==> config.mk <==
export PLATFORM = sky130hd
export DESIGN_NAME = vending_machine_param
export DESIGN_NICKNAME = d
export VERILOG_FILES = /design/src/rtl/vending_machine_param.sv
export SDC_FILE = /design/constraint.sdc
export NUM_CORES = 1
export LEC_CHECK = 0
export ABC_AREA = 1
export CORE_MARGIN = 5
export CORE_UTILIZATION = 58
export CTS_CLUSTER_SIZE = 8
export DETAILED_ROUTE_END_ITERATION = 6
export PLACE_DENSITY = 0.89
export RECOVER_POWER = 50
export SLEW_MARGIN = 10
export SYNTH_ARGS = -nofsm -noshare
export SYNTH_HDL_FRONTEND = slang
export SYNTH_SLANG_ARGS = --single-unit
export TNS_END_PERCENT = 20
==> constraint.sdc <==
create_clock -name clock -period 2.59 [get_ports clock]
set_input_delay 0.777 -clock clock [delete_from_list [all_inputs] [get_ports clock]]
set_output_delay 0.777 -clock clock [all_outputs]
set_load 0.03 [all_outputs]
==> src/rtl/vending_machine_param.sv <==
// vending_machine_param
// Parametrised vending-machine controller. It keeps all money in 5rs units
// and accepts 5rs and 10rs coins, rejecting any coin that would overflow the
// credit register. It supports N one-hot item selections with a per-item
// price table, plus cancel/refund, and returns change serially as one 5rs
// coin per cycle.
module vending_machine_param #(
    parameter int NUM_ITEMS = 4,
    parameter int CREDIT_W  = 4,
    parameter logic [NUM_ITEMS*CREDIT_W-1:0] PRICE_TABLE = {4'd6, 4'd5, 4'd4, 4'd3},
    localparam int IDX_W = (NUM_ITEMS > 1) ? $clog2(NUM_ITEMS) : 1
) (
    input  logic                 clock,
    input  logic                 reset_n,
    input  logic [NUM_ITEMS-1:0] item_sel,
    input  logic                 five_in,
    input  logic                 ten_in,
    input  logic                 cancel,
    output logic                 dispense,
    output logic [IDX_W-1:0]     item_out,
    output logic                 five_out,
    output logic                 coin_reject,
    output logic [CREDIT_W-1:0]  credit,
    output logic                 busy
);

    localparam logic [CREDIT_W:0] MAX_CREDIT = {1'b0, {CREDIT_W{1'b1}}};

    typedef enum logic [1:0] {
        S_IDLE    = 2'd0,
        S_COLLECT = 2'd1,
        S_VEND    = 2'd2,
        S_CHANGE  = 2'd3
    } state_t;

    state_t                r_state;
    state_t                w_state_nxt;
    logic [CREDIT_W-1:0]   r_credit;
    logic [CREDIT_W-1:0]   w_credit_nxt;
    logic [CREDIT_W-1:0]   r_change;
    logic [CREDIT_W-1:0]   w_change_nxt;
    logic [IDX_W-1:0]      r_item;
    logic [IDX_W-1:0]      w_item_nxt;
    logic                  r_coin_reject;
    logic                  w_coin_reject_nxt;

    // Coin and selection decode signals
    logic [1:0]            w_coin_val;
    logic                  w_coin_present;
    logic [CREDIT_W:0]     w_coin_sum;
    logic                  w_coin_fits;
    logic                  w_sel_onehot;
    logic [IDX_W-1:0]      w_sel_idx;
    logic [CREDIT_W-1:0]   w_sel_price;
    logic                  w_sel_valid;
    logic                  w_sel_afford;

    // Coin value in 5rs units; both coins at once is treated as no value
    always_comb begin
        w_coin_present = five_in | ten_in;
        w_coin_val     = 2'd0;
        if (five_in && !ten_in) begin
            w_coin_val = 2'd1;
        end else if (ten_in && !five_in) begin
            w_coin_val = 2'd2;
        end
        // One extra bit so an overflowing sum is visible before truncation
        w_coin_sum  = {1'b0, r_credit} + {{(CREDIT_W-1){1'b0}}, w_coin_val};
        w_coin_fits = (w_coin_val != 2'd0) && (w_coin_sum <= MAX_CREDIT);
    end

    // Selection decode: index and price of the selected item, valid only if one-hot and priced
    always_comb begin
        // NOTE: every signal assigned in a combinational block gets a default
        // first, so no path leaves it unassigned and no latch is inferred.
        w_sel_idx   = '0;
        w_sel_price = '0;
        for (int i = 0; i < NUM_ITEMS; i++) begin
            if (item_sel[i]) begin
                w_sel_idx   = IDX_W'(i);
                w_sel_price = PRICE_TABLE[i*CREDIT_W +: CREDIT_W];
            end
        end
        w_sel_onehot = $onehot(item_sel);
        w_sel_valid  = w_sel_onehot && (w_sel_price != '0);
        w_sel_afford = w_sel_valid && (r_credit >= w_sel_price);
    end

    // State and datapath registers
    always_ff @(posedge clock or negedge reset_n) begin
        if (!reset_n) begin
            r_state       <= S_IDLE;
            r_credit      <= '0;
            r_change      <= '0;
            r_item        <= '0;
            r_coin_reject <= 1'b0;
        end else begin
            // NOTE: sequential state uses non-blocking assignments so every
            // register samples the pre-edge values, independent of statement order.
            r_state       <= w_state_nxt;
            r_credit      <= w_credit_nxt;
            r_change      <= w_change_nxt;
            r_item        <= w_item_nxt;
            r_coin_reject <= w_coin_reject_nxt;
        end
    end

    // Next-state and datapath update; any coin present is rejected unless a branch accepts it
    always_comb begin
        w_state_nxt       = r_state;
        w_credit_nxt      = r_credit;
        w_change_nxt      = r_change;
        w_item_nxt        = r_item;
        w_coin_reject_nxt = w_coin_present;

        case (r_state)
            S_IDLE: begin
                // Cancel and selections are meaningless with no credit
                if (w_coin_fits) begin
                    w_credit_nxt      = w_coin_sum[CREDIT_W-1:0];
                    w_coin_reject_nxt = 1'b0;
                    w_state_nxt       = S_COLLECT;
                end
            end

            S_COLLECT: begin
                if (cancel) begin
                    w_change_nxt = r_credit;
                    w_credit_nxt = '0;
                    w_state_nxt  = (r_credit != '0) ? S_CHANGE : S_IDLE;
                end else if (w_sel_afford) begin
                    // Uses registered credit: a coin on this edge is rejected, not counted
                    w_item_nxt   = w_sel_idx;
                    w_change_nxt = r_credit - w_sel_price;
                    w_credit_nxt = '0;
                    w_state_nxt  = S_VEND;
                end else if (w_coin_fits) begin
                    w_credit_nxt      = w_coin_sum[CREDIT_W-1:0];
                    w_coin_reject_nxt = 1'b0;
                end
            end

            S_VEND: begin
                w_state_nxt = (r_change != '0) ? S_CHANGE : S_IDLE;
            end

            S_CHANGE: begin
                // One 5rs coin leaves per cycle; the last one returns us to IDLE
                if (r_change <= CREDIT_W'(1)) begin
                    w_change_nxt = '0;
                    w_state_nxt  = S_IDLE;
                end else begin
                    w_change_nxt = r_change - CREDIT_W'(1);
                end
            end

            default: begin
                w_state_nxt = S_IDLE;
            end
        endcase
    end

    // Moore outputs decoded from state; registered values passed straight through
    always_comb begin
        dispense    = (r_state == S_VEND);
        five_out    = (r_state == S_CHANGE);
        busy        = (r_state == S_VEND) || (r_state == S_CHANGE);
        item_out    = r_item;
        coin_reject = r_coin_reject;
        credit      = r_credit;
    end

endmodule
==> out/results.ini <==
[routing]
vias = 1203
finalWirelength_um = 3120
dr.pass1.iters = 4
final_antenna_net_count = 0
drc = 0
drt_iter0_drc = 19
wl_per_cell_um = 13.7
viasPerCell = 5.28

[yosys]
synth_top_family_by_area = simple AND/OR/NAND/NOR gates
avgSynthCellArea_um2 = 7.29
syn_area_um2 = 1240
synthFlopType = dfrtp_1
syn_nets = 196
synth-async-reset-ratio_pct = 100
synth_seq_cells = 13
synth-simple-area-share_pct = 30.7
synth_xor_area_share_pct = 1.41
synth_common_cells = nand2_1, inv_1, ha_1, dfrtp_1, o21ai_0
synth_cell_types = 29
synthMostInstantiatedCell = nand2_1
yosysTopAreaCell = dfrtp_1
synth-seq-area-share_pct = 26.2
synth_top_area_share_pct = 26.2
synthMuxAreaShare_pct = 0
synth_edf_count = 0
ys_warn_count = 0
synth_compound_area_share_pct = 12.0
synth_area_leaders = dfrtp_1, nand2_1, ha_1
synthCells = 170
synth-adder-area-share_pct = 19.0

[setup_path]
path_class = input pin to flip-flop
worstPathRequired_ns = 2.76
endpoint_kind = flip-flop
path_max_fanout = 5
worstSetupStartpointType = input pin
rrSetupSlack_ns = 0.69
critPathArrivalTime_ns = 2.69

[floorplanning]
core-area_um2 = 2000
io_pins = 19
die_x_um = 56.2
die_area_um2 = 3160
start_util_pct = 61.9
rows = 16
fp.dieH_um = 56.2

[clock_network]
tritoncts = yes
clkTransAtPathRegs_ns = 0.08
clock_path_buffers = 2
cts_max_level = 1
hold_buffers = 0
clk_latency_ns = 0.28
root_buffer = clkbuf_4
clock-sinks = 13
cts_buffers = 3

[power]
ir_worst_vdd_uv = 997
power.leakage_nw = 0.842
finalPower_w = 0.00164
powerDensity_nw_per_um2 = 1010

[placed_design]
port_buffers = 18
gp_congestion = 0.875
dpl.cell_count = 224
dpl_cell_area_um2 = 1520
dpl.hpwl_um = 2440

[worst_hold_path]
hold_path.class = flip-flop to flip-flop

[timing]
period_needed_ns = 2.52
clock_skew_ns = 0.00525
slew_viol_final = 0
setup_viol = 0
tightest_slew_ns = 0.614
rsz0062_at_grt = yes
clock.fmax_mhz = 398
hold_slack_ns = 0.493
relSlewSlack_pct = 58.9
period_share_pct = 97.1
hold_violations = 0

[finish]
multi_input_area_um2 = 862
antennaDiodeCount = 0
drive_above_1_share_pct = 22.4
utilization_pct = 81.4
fill_cells = 128
num-nets-final = 228
finish.instance_area_um2 = 1630
final-instance-count-excl-fill = 228
seq_area_um2 = 325
syn_to_final_growth_pct = 31.5

[global_routing]
antenna_found_initial = 0
grt-ovfl-total = 0
grt_pass1_vias = 1268
grt_use_total_pct = 20.8
grt_max_degree = 14
grt_pass1_wl_um = 5290

[run]
maxCapViolCount = 0

[status]
outcome = complete, no violations

## state kept, by name (all words and copies together) (netlist names)
| register | flops |
|---|---|
| r_state | 2 |
| credit | 4 |
| r_change | 4 |
| coin_reject | 1 |
| item_out | 2 |
## final timing paths
check                                 start           to  cells past startpoint
worst max-delay path            item_sel[1]    credit[1]                     12
worst min-delay path            r_change[1]  r_change[1]                      2
worst max register to register    credit[0]  r_change[2]                     12
worst min register to register  r_change[1]  r_change[1]                      2
max in group asynchronous           reset_n  coin_reject                      1
min in group asynchronous           reset_n  item_out[1]                      1
## routing by layer
layer	vias to the layer above	share of wire, %	track usage [%]
met5	-	0	0
met4	0	0.74	4.75
met3	4	5.4	5.10
met2	41	54	40.1
met1	559	40	22.3
li1	599	-	-
## worst max-delay path, stage by stage
cell and delay (ns):
clkdlybuf4s15_2 0.19, inv_2 0.05, fa_1 0.52, inv_1 0.04, ha_2 0.18, ha_4 0.24, nor3b_4 0.21, nand3_4 0.13
nand3_4 0.14, nand2_2 0.08, nand2_1 0.06, nand2_1 0.05
## per-stage QoR
step / setup WS (ns) / TNS, ns
after CTS: 0.0181 / 0
after floorplan: 0.00727 / 0
after global placement: -0.583 / -7.12
after detailed placement: -0.698 / -8.53
final: 0.0746 / 0
after global routing: -0.0216 / -0.0432
## layout make-up
cell class | instances | area share [%]
multi-input cells | 125 | 52.9
clock buffers | 4 | 1.61
repair buffers | 29 | 16.3
flip-flops and latches | 13 | 20.0
inverters | 30 | 7.21
well taps | 27 | 2.07
## repair_timing
| action | CTS | global route |
|---|---|---|
| buffers inserted | 0 | 0 |
| endpoints found under the setup margin | 13 | 13 |
| pin swaps | 6 | 1 |
| resized for setup | 16 | 13 |
## cells in the final DEF (no fill, tap or decap), types with 3 or more instances in the layout
master	n
buf_4	11
clkdlybuf4s50_1	13
a21oi_1	5
clkbuf_4	3
inv_2	3
nand3_1	10
nor2_1	9
ha_1	11
nand2_1	42
inv_1	25
nand2_2	9
o21ai_0	11
dfrtp_1	13
## power breakdown
group	switching [W]	leakage, nW	internal [W]	total (W)
Combinational	0.000653	0.662	0.000449	0.00110
Sequential	0.000121	0.166	0.000289	0.000410
Clock	0.0000690	0.0150	0.0000597	0.000129
## cells by family after synthesis
logic type	count (synthesis)
xor gates and xnor gates	2
AOI/OAI and AO/OA	24
buffers and inverters	32
DFF	13
and+or+nand+nor	82
adders and majority gates	17
(Power assumes the default switching activity.)
